$ cat config.mk
export PLATFORM = sky130hd
export DESIGN_NAME = getir
export DESIGN_NICKNAME = d
export VERILOG_FILES = /design/src/rtl/getir_pkg.sv /design/src/rtl/buyruk_hizalayici.sv /design/src/rtl/getir.sv
export SDC_FILE = /design/constraint.sdc
export NUM_CORES = 1
export LEC_CHECK = 0
export CORE_MARGIN = 8
export CORE_UTILIZATION = 50
export CTS_BUF_LIST = sky130_fd_sc_hd__clkbuf_8
export CTS_CLUSTER_DIAMETER = 50
export CTS_CLUSTER_SIZE = 30
export DETAILED_ROUTE_END_ITERATION = 16
export PLACE_DENSITY_LB_ADDON = 0.05
export SLEW_MARGIN = 20
export SYNTH_ARGS = -nofsm -noshare
export SYNTH_HDL_FRONTEND = slang
export SYNTH_SLANG_ARGS = --single-unit
$ cat constraint.sdc
create_clock -name clk_i -period 8.35 [get_ports clk_i]
set_input_delay 0.835 -clock clk_i [delete_from_list [all_inputs] [get_ports clk_i]]
set_output_delay 0.835 -clock clk_i [all_outputs]
set_load 0.005 [all_outputs]
$ cat src/rtl/getir_pkg.sv
// getir_pkg: shared definitions for the instruction fetch stage.
//   - getir_durum_e : memory-port FSM states (BOSTA / ISTEK / BEKLE)
//   - NOP_VARSAYILAN: instruction driven while the output is invalid (addi x0,x0,0)
//   - rvc_mi()      : RV32C length test, a halfword whose [1:0] != 2'b11 is 16-bit
package getir_pkg;

  typedef enum logic [1:0] {
    GTR_BOSTA = 2'd0,
    GTR_ISTEK = 2'd1,
    GTR_BEKLE = 2'd2
  } getir_durum_e;

  localparam logic [31:0] NOP_VARSAYILAN = 32'h0000_0013;

  function automatic logic rvc_mi(input logic [15:0] yarim);
    return yarim[1:0] != 2'b11;
  endfunction

endpackage

$ cat src/rtl/buyruk_hizalayici.sv
// buyruk_hizalayici: combinational 16/32-bit instruction extractor.
//   tampon         : word containing the instruction (or its upper half)
//   tampon_gecerli : tampon holds the word the current PC needs
//   yarim          : saved low half of a straddling 32-bit instruction
//   yarim_gecerli  : yarim holds a pending low half; tampon is the following word
//   ps_1           : PC bit 1 (selects the low or high halfword)
//   buyruk         : extracted instruction, 16-bit ones zero-extended
//   uzun           : 1 = 32-bit instruction, 0 = 16-bit
//   sonraki_gerek  : high half starts a 32-bit instruction; next word is needed
//   gecerli        : buyruk/uzun describe a complete instruction
module buyruk_hizalayici (
  input  logic [31:0] tampon,
  input  logic        tampon_gecerli,
  input  logic [15:0] yarim,
  input  logic        yarim_gecerli,
  input  logic        ps_1,
  output logic [31:0] buyruk,
  output logic        uzun,
  output logic        sonraki_gerek,
  output logic        gecerli
);
  import getir_pkg::*;

  always_comb begin
    buyruk        = '0;
    uzun          = 1'b0;
    sonraki_gerek = 1'b0;
    gecerli       = 1'b0;
    if (yarim_gecerli) begin
      // Second half of a straddling instruction is in the low half of tampon.
      buyruk  = {tampon[15:0], yarim};
      uzun    = 1'b1;
      gecerli = tampon_gecerli;
    end else if (!ps_1) begin
      gecerli = tampon_gecerli;
      if (rvc_mi(tampon[15:0])) begin
        buyruk = {16'h0, tampon[15:0]};
      end else begin
        buyruk = tampon;
        uzun   = 1'b1;
      end
    end else if (rvc_mi(tampon[31:16])) begin
      buyruk  = {16'h0, tampon[31:16]};
      gecerli = tampon_gecerli;
    end else begin
      uzun          = 1'b1;
      sonraki_gerek = tampon_gecerli;
    end
  end

endmodule

$ cat src/rtl/getir.sv
// getir: instruction fetch stage (RV32IC).
// Fetches words over a single-outstanding memory port, realigns 16/32-bit
// instructions and registers one instruction per cycle towards decode.
// PCs are halfword addresses [18:1] (bit 0 of the vectors = address bit 1);
// memory addresses are word addresses [18:2].
//   clk_i, rst_i                   : clock, synchronous active-high reset
//   ddb_durdur_i / ddb_bosalt_i    : stall (hold) / flush the output register
//   ddb_hazir_o                    : cyo_* holds a valid instruction
//   ddb_yanlis_tahmin_o            : redirect taken this cycle (combinational)
//   yrt_atlanan_ps_i / _gecerli_i  : redirect target from execute
//   cyo_buyruk_o, cyo_ps_o, cyo_ps_artmis_o : instruction, its PC, next PC
//   bel_*                          : instruction memory request/response port
module getir #(
  parameter logic [17:0] BASLANGIC_PS = 18'h0,
  parameter logic [31:0] NOP_BUYRUK   = 32'h0000_0013
) (
  input  logic        clk_i,
  input  logic        rst_i,
  input  logic        ddb_durdur_i,
  input  logic        ddb_bosalt_i,
  output logic        ddb_hazir_o,
  output logic        ddb_yanlis_tahmin_o,
  input  logic [17:0] yrt_atlanan_ps_i,
  input  logic        yrt_atlanan_ps_gecerli_i,
  output logic [31:0] cyo_buyruk_o,
  output logic [17:0] cyo_ps_o,
  output logic [17:0] cyo_ps_artmis_o,
  output logic [16:0] bel_adr_o,
  output logic        bel_istek_o,
  input  logic        bel_kabul_i,
  input  logic [31:0] bel_veri_i,
  input  logic        bel_gecerli_i
);
  import getir_pkg::*;

  getir_durum_e durum_r;
  logic [17:0]  ps_r;
  logic [31:0]  tampon_r;
  logic [16:0]  tampon_adr_r;
  logic         tampon_gecerli_r;
  logic [15:0]  yarim_r;
  logic         yarim_gecerli_r;
  logic         at_r;

  logic         yonlendir;
  logic         yanit_al;
  logic [16:0]  ps_kelime, sonraki_kelime, hedef_kelime, istek_kelime;
  logic [31:0]  tampon_gir;
  logic [16:0]  tampon_adr_gir;
  logic         tampon_gecerli_gir;
  logic         isabet;
  logic [31:0]  hz_buyruk;
  logic         hz_uzun, hz_sonraki, hz_gecerli;
  logic [17:0]  ps_artmis;

  assign yonlendir           = yrt_atlanan_ps_gecerli_i;
  assign ddb_yanlis_tahmin_o = yonlendir;

  // Response kept only if it is not stale and no redirect is killing it.
  assign yanit_al = (durum_r == GTR_BEKLE) && bel_gecerli_i && !at_r && !yonlendir;

  assign ps_kelime      = ps_r[17:1];
  assign sonraki_kelime = ps_kelime + 17'd1;
  // With a saved low half the instruction completes in the following word.
  assign hedef_kelime   = yarim_gecerli_r ? sonraki_kelime : ps_kelime;

  // Bypass the arriving word so it can issue in its own response cycle.
  assign tampon_gir         = yanit_al ? bel_veri_i : tampon_r;
  assign tampon_adr_gir     = yanit_al ? bel_adr_o  : tampon_adr_r;
  assign tampon_gecerli_gir = yanit_al | tampon_gecerli_r;
  assign isabet             = tampon_gecerli_gir && (tampon_adr_gir == hedef_kelime);

  buyruk_hizalayici u_hizalayici (
    .tampon         (tampon_gir),
    .tampon_gecerli (isabet),
    .yarim          (yarim_r),
    .yarim_gecerli  (yarim_gecerli_r),
    .ps_1           (ps_r[0]),
    .buyruk         (hz_buyruk),
    .uzun           (hz_uzun),
    .sonraki_gerek  (hz_sonraki),
    .gecerli        (hz_gecerli)
  );

  assign ps_artmis    = ps_r + (hz_uzun ? 18'd2 : 18'd1);
  // A high half being latched this cycle means the next word is what we need.
  assign istek_kelime = (yarim_gecerli_r || hz_sonraki) ? sonraki_kelime : ps_kelime;

  always_ff @(posedge clk_i) begin
    if (rst_i) begin
      durum_r          <= GTR_BOSTA;
      ps_r             <= BASLANGIC_PS;
      tampon_r         <= '0;
      tampon_adr_r     <= '0;
      tampon_gecerli_r <= 1'b0;
      yarim_r          <= '0;
      yarim_gecerli_r  <= 1'b0;
      at_r             <= 1'b0;
      bel_istek_o      <= 1'b0;
      bel_adr_o        <= '0;
      ddb_hazir_o      <= 1'b0;
      cyo_buyruk_o     <= NOP_BUYRUK;
      cyo_ps_o         <= '0;
      cyo_ps_artmis_o  <= '0;
    end else begin
      if (yanit_al) begin
        tampon_r         <= bel_veri_i;
        tampon_adr_r     <= bel_adr_o;
        tampon_gecerli_r <= 1'b1;
      end

      unique case (durum_r)
        GTR_BOSTA:
          if (!yonlendir && !ddb_durdur_i && !hz_gecerli) begin
            durum_r     <= GTR_ISTEK;
            bel_istek_o <= 1'b1;
            bel_adr_o   <= istek_kelime;
          end
        GTR_ISTEK:
          if (bel_kabul_i) begin
            durum_r     <= GTR_BEKLE;
            bel_istek_o <= 1'b0;
          end
        GTR_BEKLE:
          if (bel_gecerli_i) durum_r <= GTR_BOSTA;
        default: durum_r <= GTR_BOSTA;
      endcase

      // A response arriving with the redirect is dropped right here, so no
      // discard flag is needed for it.
      if (yonlendir && (durum_r == GTR_ISTEK || (durum_r == GTR_BEKLE && !bel_gecerli_i)))
        at_r <= 1'b1;
      else if (durum_r == GTR_BEKLE && bel_gecerli_i)
        at_r <= 1'b0;

      if (yonlendir) begin
        ps_r             <= yrt_atlanan_ps_i;
        tampon_gecerli_r <= 1'b0;
        yarim_gecerli_r  <= 1'b0;
        ddb_hazir_o      <= 1'b0;
        cyo_buyruk_o     <= NOP_BUYRUK;
      end else if (ddb_bosalt_i) begin
        ddb_hazir_o  <= 1'b0;
        cyo_buyruk_o <= NOP_BUYRUK;
      end else if (!ddb_durdur_i) begin
        if (hz_gecerli) begin
          ddb_hazir_o     <= 1'b1;
          cyo_buyruk_o    <= hz_buyruk;
          cyo_ps_o        <= ps_r;
          cyo_ps_artmis_o <= ps_artmis;
          ps_r            <= ps_artmis;
          yarim_gecerli_r <= 1'b0;
        end else begin
          ddb_hazir_o  <= 1'b0;
          cyo_buyruk_o <= NOP_BUYRUK;
          if (hz_sonraki) begin
            yarim_r         <= tampon_gir[31:16];
            yarim_gecerli_r <= 1'b1;
          end
        end
      end
    end
  end

endmodule

# Word-level counts from Yosys, hierarchy flattened

Cells that the tools add are included.

Word-level logic and storage cells: 96
Input bits: 57
Output and inout bits: 88
Register bits: 175

Reduce and logical (&&, ||, !) cells: 29
Bitwise gates (word level): 5
Add/subtract/negate cells: 2
Muxes and demuxes: 36
Equal/unequal tests: 10

Operators by type and width:

| kind                    | count |
|---|---|
| $mux W32                | 5 |
| $mux W18                | 4 |
| $mux W17                | 3 |
| $add A18 B2 Y18         | 1 |
| $add A17 B1 Y17 const B | 1 |
| $eq A17 B17 Y1          | 1 |
| $mux W1                 | 17 |
| $mux W16                | 1 |
| $reduce_and A3 Y1       | 4 |
| $ne A2 B2 Y1 const B    | 5 |
| $logic_and A1 B1 Y1     | 8 |
| $mux W2                 | 4 |
| $reduce_bool A2 Y1      | 4 |
| $pmux W2 S3             | 1 |
| $logic_not A1 Y1        | 5 |
| $reduce_and A5 Y1       | 1 |
| $ne A2 B1 Y1 const B    | 2 |
| $not A1 Y1              | 4 |
| $reduce_and A4 Y1       | 1 |
| $reduce_or A3 Y1        | 1 |
| $eq A2 B1 Y1 const B    | 1 |
| $eq A2 B2 Y1 const B    | 1 |
| $logic_not A2 Y1        | 1 |
| $logic_or A1 B1 Y1      | 2 |
| other kinds (4)         | 4 |

# Depth between registers and ports, before layout

Depth in word-level cells: 15
Depth in mapped cells: 18
Gate-level depth less buffers: 16

# Hierarchy

From an unflattened synthesis, not the netlist that was laid out.

Cells, all modules: 936
Area total of the unflattened synthesis: 8136.6 µm²

Modules (own cells, without submodules):

| module            | seq. area each (µm²) | area an instance (µm²) | instances | cells each |
|---|---|---|---|---|
| getir             | 3503.4               | 7582.3                 | 1         | 864 |
| buyruk_hizalayici | 0.0                  | 554.3                  | 1         | 72 |

# Worst setup path after synthesis

No wires, ideal clock.

Path kind: input to register
From: in yrt_atlanan_ps_gecerli_i
To: reg ps_r[16]
Slack: 3.611 ns
Data arrival time: 4.624 ns
Cell stages on the path: 18
Data required time: 8.235 ns
Setup time: 0.115 ns
Path buffers: 2
Path through: clkbuf_1 > nand4bb_1 > nor2_1 > clkbuf_1 > mux2i_1 > nor3_1 > or3_1 > inv_1 > ha_1 > inv_1 > fa_1 > nand3b_1 > or3_1 > nor2_1 > nand3_1 > nor2_1 > xor2_1 > o21a_1

Longest elaborated chain between the ends: 13
Elaborated cells between the ends (all ways): 26
Those cells by class: add/sub (1); eq/ne (5); mux (14); bitwise (1); reduce/logical (5)

Ends and longest elaborated chain:

| what                              | line                                             | text |
|---|---|---|
| start, declared                   | getir.sv:24                                      | `input logic yrt_atlanan_ps_gecerli_i,` |
| $logic_not A1 Y1                  | getir.sv:60                                      | `assign yanit_al = (durum_r == GTR_BEKLE) && bel_gecerli_i && !at_r && !yonlendir;` |
| $logic_and A1 B1 Y1               | getir.sv:60                                      |  |
| $mux W32                          | n/a                                              |  |
| $ne A2 B2 Y1                      | getir_pkg.sv:16                                  | `return yarim[1:0] != 2'b11;` |
| $mux W1, on equally long branches | buyruk_hizalayici.sv:36, buyruk_hizalayici.sv:42 |  |
| $mux W1                           | buyruk_hizalayici.sv:34                          | `end else if (!ps_1) begin` |
| $mux W1                           | buyruk_hizalayici.sv:29                          | `if (yarim_gecerli) begin` |
| $mux W2                           | getir.sv:85                                      | `assign ps_artmis = ps_r + (hz_uzun ? 18'd2 : 18'd1);` |
| $add A18 B2 Y18                   | getir.sv:85                                      |  |
| $mux W18                          | getir.sv:146                                     | `if (hz_gecerli) begin` |
| $mux W18                          | getir.sv:145                                     | `end else if (!ddb_durdur_i) begin` |
| $mux W18                          | getir.sv:142                                     | `end else if (ddb_bosalt_i) begin` |
| $mux W18                          | getir.sv:136                                     | `if (yonlendir) begin` |
| end signal, assigned              | getir.sv:137                                     | `ps_r <= yrt_atlanan_ps_i;` |
| end signal, assigned              | getir.sv:151                                     | `ps_r <= ps_artmis;` |
| end, declared                     | getir.sv:37                                      | `logic [17:0] ps_r;` |

Several ways; a longest one is shown, not always the timed one. The select of a mux whose other input is x is not followed.
A chain may end at the register's enable or synchronous reset.

# Worst setup path in the final report

Same ends and word-level chain as after synthesis.

==> reports/results.md <==
| Step | Quantity | Reported |
| --- | --- | --- |
| timing | Final period demand of the worst path | 5.488 ns |
| timing | Share of the clock period used by the worst path after layout | 65.72% |
| route | Total via count in the routed design | 7239 |
| logic synthesis | Cells after synthesis | 999 |
| finish | Share of post-route cells with drive strength above 1 | 6.987% |
| run status | Status | finished, final reports clean |
| clock tree | Clk sink count | 175 |
| critical path | Worst endpoint required time | 8.72 ns |
| floorplan | Number of core rows | 47 |
| finish | Layout-stage area growth over the synthesis result | 23.30% |
| logic synthesis | Most frequently used flop master after synthesis | sky130_fd_sc_hd__dfxtp_1 |
| grt | Global-route wire length before repair | 37100 um |
| critical path | Crit start category | input pin |
| critical path | Critical path start-end classification | in2reg |
| floorplan | DIE AREA | 21170 sq um |
| clock tree | Root buf cell | sky130_fd_sc_hd__clkbuf_8 |
| clock tree | H-tree depth | 4 |
| finish | Antenna Cells | 0 |
| route | Routed Wire Length | 23110 um |
| logic synthesis | Count of flip-flops with a built-in enable after synthesis | 0 |
| logic synthesis | Synth Area in XOR/XNOR | 7.433% |
| logic synthesis | Flop and latch count out of synthesis | 175 |
| logic synthesis | Number of distinct library cells after synthesis | 57 |
| power and ir drop | Net switching share of the total power | 24.40% |
| clock tree | Total of cells resized after clock tree synthesis | 0 |
| timing | Final Slew Violations | 0 |
| grt | Number of antenna violations at the first check in global routing | 0 |
| clock tree | CTS tree | done |
| logic synthesis | Synth Area in Adders | 0.6866% |
| critical path | Worst stage delay on the critical path | 0.58 ns |
| floorplan | CORE AREA | 16470 sq um |
| finish | Fillcell total | 1478 |
| timing | Relative slew margins | 30.07% |
| critical path | Source of the critical timing path | yrt_atlanan_ps_gecerli_i |
| logic synthesis | Complex-gate fraction of the synthesized area | 12.82% |
| hold path | Type of the most critical hold path | reg2reg |
| grt | GRT overflow | 0 |
| critical path | Cell type of the slowest stage on the worst timing path | sky130_fd_sc_hd__mux2i_1 |
| floorplan | Number of top-level design ports | 145 |
| placed design | Placed Cells | 1289 |
| critical path | Cell Chain, Critical Path | clkdlybuf4s50_1 > buf_4 > nand4bb_1 > nor2_2 > buf_4 > mux2i_1 > nor3_4 > or3_1 > inv_1 > ha_1 > inv_1 > fa_1 > nand3b_1 > or3_1 > nor2_1 > nand3_1 > nor2_1 > xor2_1 > o21a_1 |
| timing | Setup clock skew after layout | 0.01637 ns |
| grt | Maximum number of pins on one net before global-route repair | 90 |
| clock tree | Latest clock arrival within the worst-skew pair | 0.47 ns |
| clock tree | Maximum count of clock buffers along a single path | 2 |
| timing | Fmax achieved | 182.2 MHz |
| critical path | Cell depth of the worst setup path | 19 |
| placed design | Port Buffers | 144 |
| route | DRC | 0 |
| grt | Layer with the highest usage after global routing | met1 |
| logic synthesis | Avg Inst Size Synth | 8.391 sq um |
| clock tree | Number of buffers created by CTS | 17 |
| floorplan | Y dimension of the die | 145.5 um |
| critical path | Cell family with most CP delay | simple AND/OR/NAND/NOR gates |
| power and ir drop | Leakage component of the power | 3.961 nW |
| grt | Global routing usage on met3 | 4.913% |
| grt | GR met1 Demand/Resource | 31.98% |
| power and ir drop | Combinational cell fraction of total power | 7.9% |
| timing | Setup Viol. Count Final | 0 |
| grt | Vias in the first global route | 6748 |
| critical path | Maximum fanout along the worst path | 48 |
| logic synthesis | Largest family of logic cells by synthesized area | simple AND/OR/NAND/NOR gates |
| power and ir drop | Net switching power | 415.3 uW |
| critical path | Total buffers and inverters traversed by the critical path | 5 |
| power and ir drop | Total power divided by cell area | 164.7 nW/um^2 |
| logic synthesis | Post-synth ARST share | 0% |
| finish | Final #Nets | 1150 |
| route | Detail-routed net length per standard cell | 17.48 um |
| route | Drt first-iter violations | 594 |
| critical path | Critical Path AT | 5.86 ns |
| clock tree | Count of hold-fix buffers inserted at cts | 0 |
| critical path | Setup crit end kind | flop |
| critical path | Endpoint of the worst setup timing path | ps_r[16] |
| critical path | Reg-to-reg slack, setup | 3.55 ns |
| critical path | Critical register-to-register path startpoint | durum_r[1] |
| logic synthesis | Net Count, Synth | 1060 |
| logic synthesis | Area share of and/or/nand/nor cells after synthesis | 21.25% |
| route | Post-route antenna net violation count | 0 |
| route | DRT Pass-1 Iters | 5 |
| finish | Non-Filler Instances | 1322 |
| grt | Total track usage | 21.55% |
| floorplan | Effective utilization at floorplan | 50.91% |
| placed design | Weighted congestion reported at the end of routability-driven placement | 0.8516 |
| logic synthesis | Share of the yosys chip area belonging to registers | 41.79% |
| power and ir drop | P_int | 1.287 mW |
| route | Via-per-instance ratio | 5.476 |
| timing | Fin. Hold Viols | 0 |
| timing | Total Negative Setup Slacks | 0 ns |
| floorplan | Die Width | 145.5 um |
| power and ir drop | Clock network power share | 40.6% |
| critical path | Reg-to-reg critical path endpoint | ps_r[16] |
| clock tree | Register clock-pin slew on the reported worst setup and hold paths | 0.09 ns |
| clock tree | Post-CTS Setup Bufs | 0 |
| power and ir drop | Part of the total power dissipated in sequential elements | 51.5% |
| logic synthesis | Share of synthesized area spent on multiplexers | 10.76% |
| job | Max-capacitance violation count | 0 |
| timing | Setup repair after global routing missed its margin | no |
| power and ir drop | Maximum vdd drop | 0.09878 mV |
| hold path | Instance count along the most critical hold path | 2 |
| logic synthesis | Syn. warnings | 0 |
| grt | Met2 Use GR | 30.44% |
| placed design | Half-perimeter wire length after placement | 15820 um |
| finish | Multi-input gate area | 4459 sq um |
| critical path | Worst reg2reg path depth | 17 |
| finish | Flip-flop and latch area | 3505 sq um |
| timing | Slew at the pin closest to its max-slew limit | 1.049 ns |
| logic synthesis | Combined area of all synthesized cells | 8383 sq um |
-- worst register-to-register path: cells and delay by family (launching register included) --
family	cells	cell delay [ns]
AO/OA/AOI/OAI	1	0.18
multiplexers	1	0.59
AND/OR/NAND/NOR	9	2.32
XOR/XNOR	1	0.08
flip-flops	1	0.48
adder cells (fa/ha/maj)	2	0.59
buffers and inverters	3	0.47
-- routing by layer --
metal,vias up,routed length [um]
met2,241,9459
li1,3602,-
met3,22,1489
met1,3374,11900
met5,-,0
met4,0,263
-- area by class of cell --
| class | instances | share of cell area (%) |
|---|---|---|
| Timing Repair Buffer | 156 | 14.91 |
| Inverter | 21 | 0.7626 |
| Clock inverter | 10 | 1.683 |
| Tap cell | 220 | 2.663 |
| Sequential cell | 175 | 33.91 |
| Multi-Input combinational cell | 718 | 43.14 |
| Clock buffer | 22 | 2.929 |
-- cells in the final DEF, fill, tap and decap left out, drive strengths merged, types with 4 or more instances in the layout --
| master | instances |
|---|---|
| or2 | 5 |
| mux2 | 14 |
| nor2 | 134 |
| nor2b | 12 |
| nand4 | 10 |
| clkdlybuf4s50 | 143 |
| a21oi | 63 |
| clkbuf | 22 |
| nand2 | 119 |
| inv | 23 |
| bufinv | 4 |
| a32oi | 4 |
| or3 | 8 |
| nand4b | 6 |
| nor3 | 53 |
| nand3 | 19 |
| mux2i | 74 |
| o22ai | 15 |
| o21a | 17 |
| xor2 | 20 |
| nor4 | 5 |
| dfxtp | 175 |
| buf | 13 |
| a22oi | 25 |
| o21ai | 21 |
| xnor2 | 46 |
| a211oi | 18 |
-- kinds of logic (layout without fill, tap and decap cells) --
group,Yosys count,after routing
muxes,88,88
AOI/OAI and AO/OA,172,172
buffers and inverters,106,209
adders and majority gates,4,4
xor gates and xnor gates,68,68
DFF,175,175
and+or+nand+nor,386,386
-- sequential cells by signal (all words and copies together) (netlist names), 2 cells and up --
name,cells
cyo_buyruk_o,32
yarim_r,16
tampon_r,32
bel_adr_o,17
durum_r,2
ps_r,18
cyo_ps_artmis_o,18
tampon_adr_r,17
cyo_ps_o,18
-- power by group through the flow --
| stage | logic [mW] | registers (mW) | clock network [mW] |
|---|---|---|---|
| 3_5_place_dp | 0.134 | 0.895 | 0 |
| 5_1_grt | 0.146 | 0.879 | 0.736 |
| 2_1_floorplan | 0.0893 | 0.874 | 0 |
| 4_1_cts | 0.135 | 0.875 | 0.702 |
| 6_report | 0.134 | 0.876 | 0.691 |
| 3_3_place_gp | 0.133 | 0.895 | 0 |
-- through the flow --
stage	worst slack (ns)	cell area [sq um]	power, mW	hold slack [ns]	utilization (%)
finish	2.862	10340	1.702	0.4543	62.77
CTS	2.826	10310	1.712	0.4552	62.61
detailed placement	2.329	9833	1.029	0.4442	59.72
floorplan	3.611	8383	0.9629	0.4318	-
global route	2.563	10340	1.761	0.4751	62.77
global placement	2.430	9833	1.028	0.4389	59.72
-- worst min-delay path by stage --
stage,from,endpoint
floorplan,yarim_r[0],yarim_r[0]
global placement,yarim_r[1],yarim_r[1]
detailed placement,cyo_ps_o[2],cyo_ps_o[2]
CTS,cyo_ps_o[2],cyo_ps_o[2]
global route,cyo_ps_o[17],cyo_ps_o[17]
finish,cyo_ps_o[2],cyo_ps_o[2]
-- Yosys cell counts, drive strengths merged, types with 3 or more instances --
cell / instances / area, sq um
a211oi: 18 / 135.1
or2: 5 / 31.28
nor4: 5 / 46.29
xor2: 20 / 175.2
a22oi: 25 / 187.7
mux2i: 74 / 744.5
a21oi: 63 / 315.3
inv: 21 / 78.83
nand2: 119 / 454.2
o21ai: 21 / 105.1
o21a: 17 / 127.6
dfxtp: 175 / 3503
and3: 3 / 18.77
nand4: 10 / 62.56
clkbuf: 62 / 232.7
ha: 3 / 37.54
mux2: 14 / 157.7
or3: 8 / 55.05
nor2b: 12 / 75.07
nor2: 134 / 510.5
nor3: 53 / 270.3
o22ai: 15 / 93.84
nand4b: 6 / 52.55
buf: 23 / 128.9
nand3: 19 / 100.1
xnor2: 46 / 402.9
a32oi: 4 / 35.03
Power figures use the tool's default switching activity.
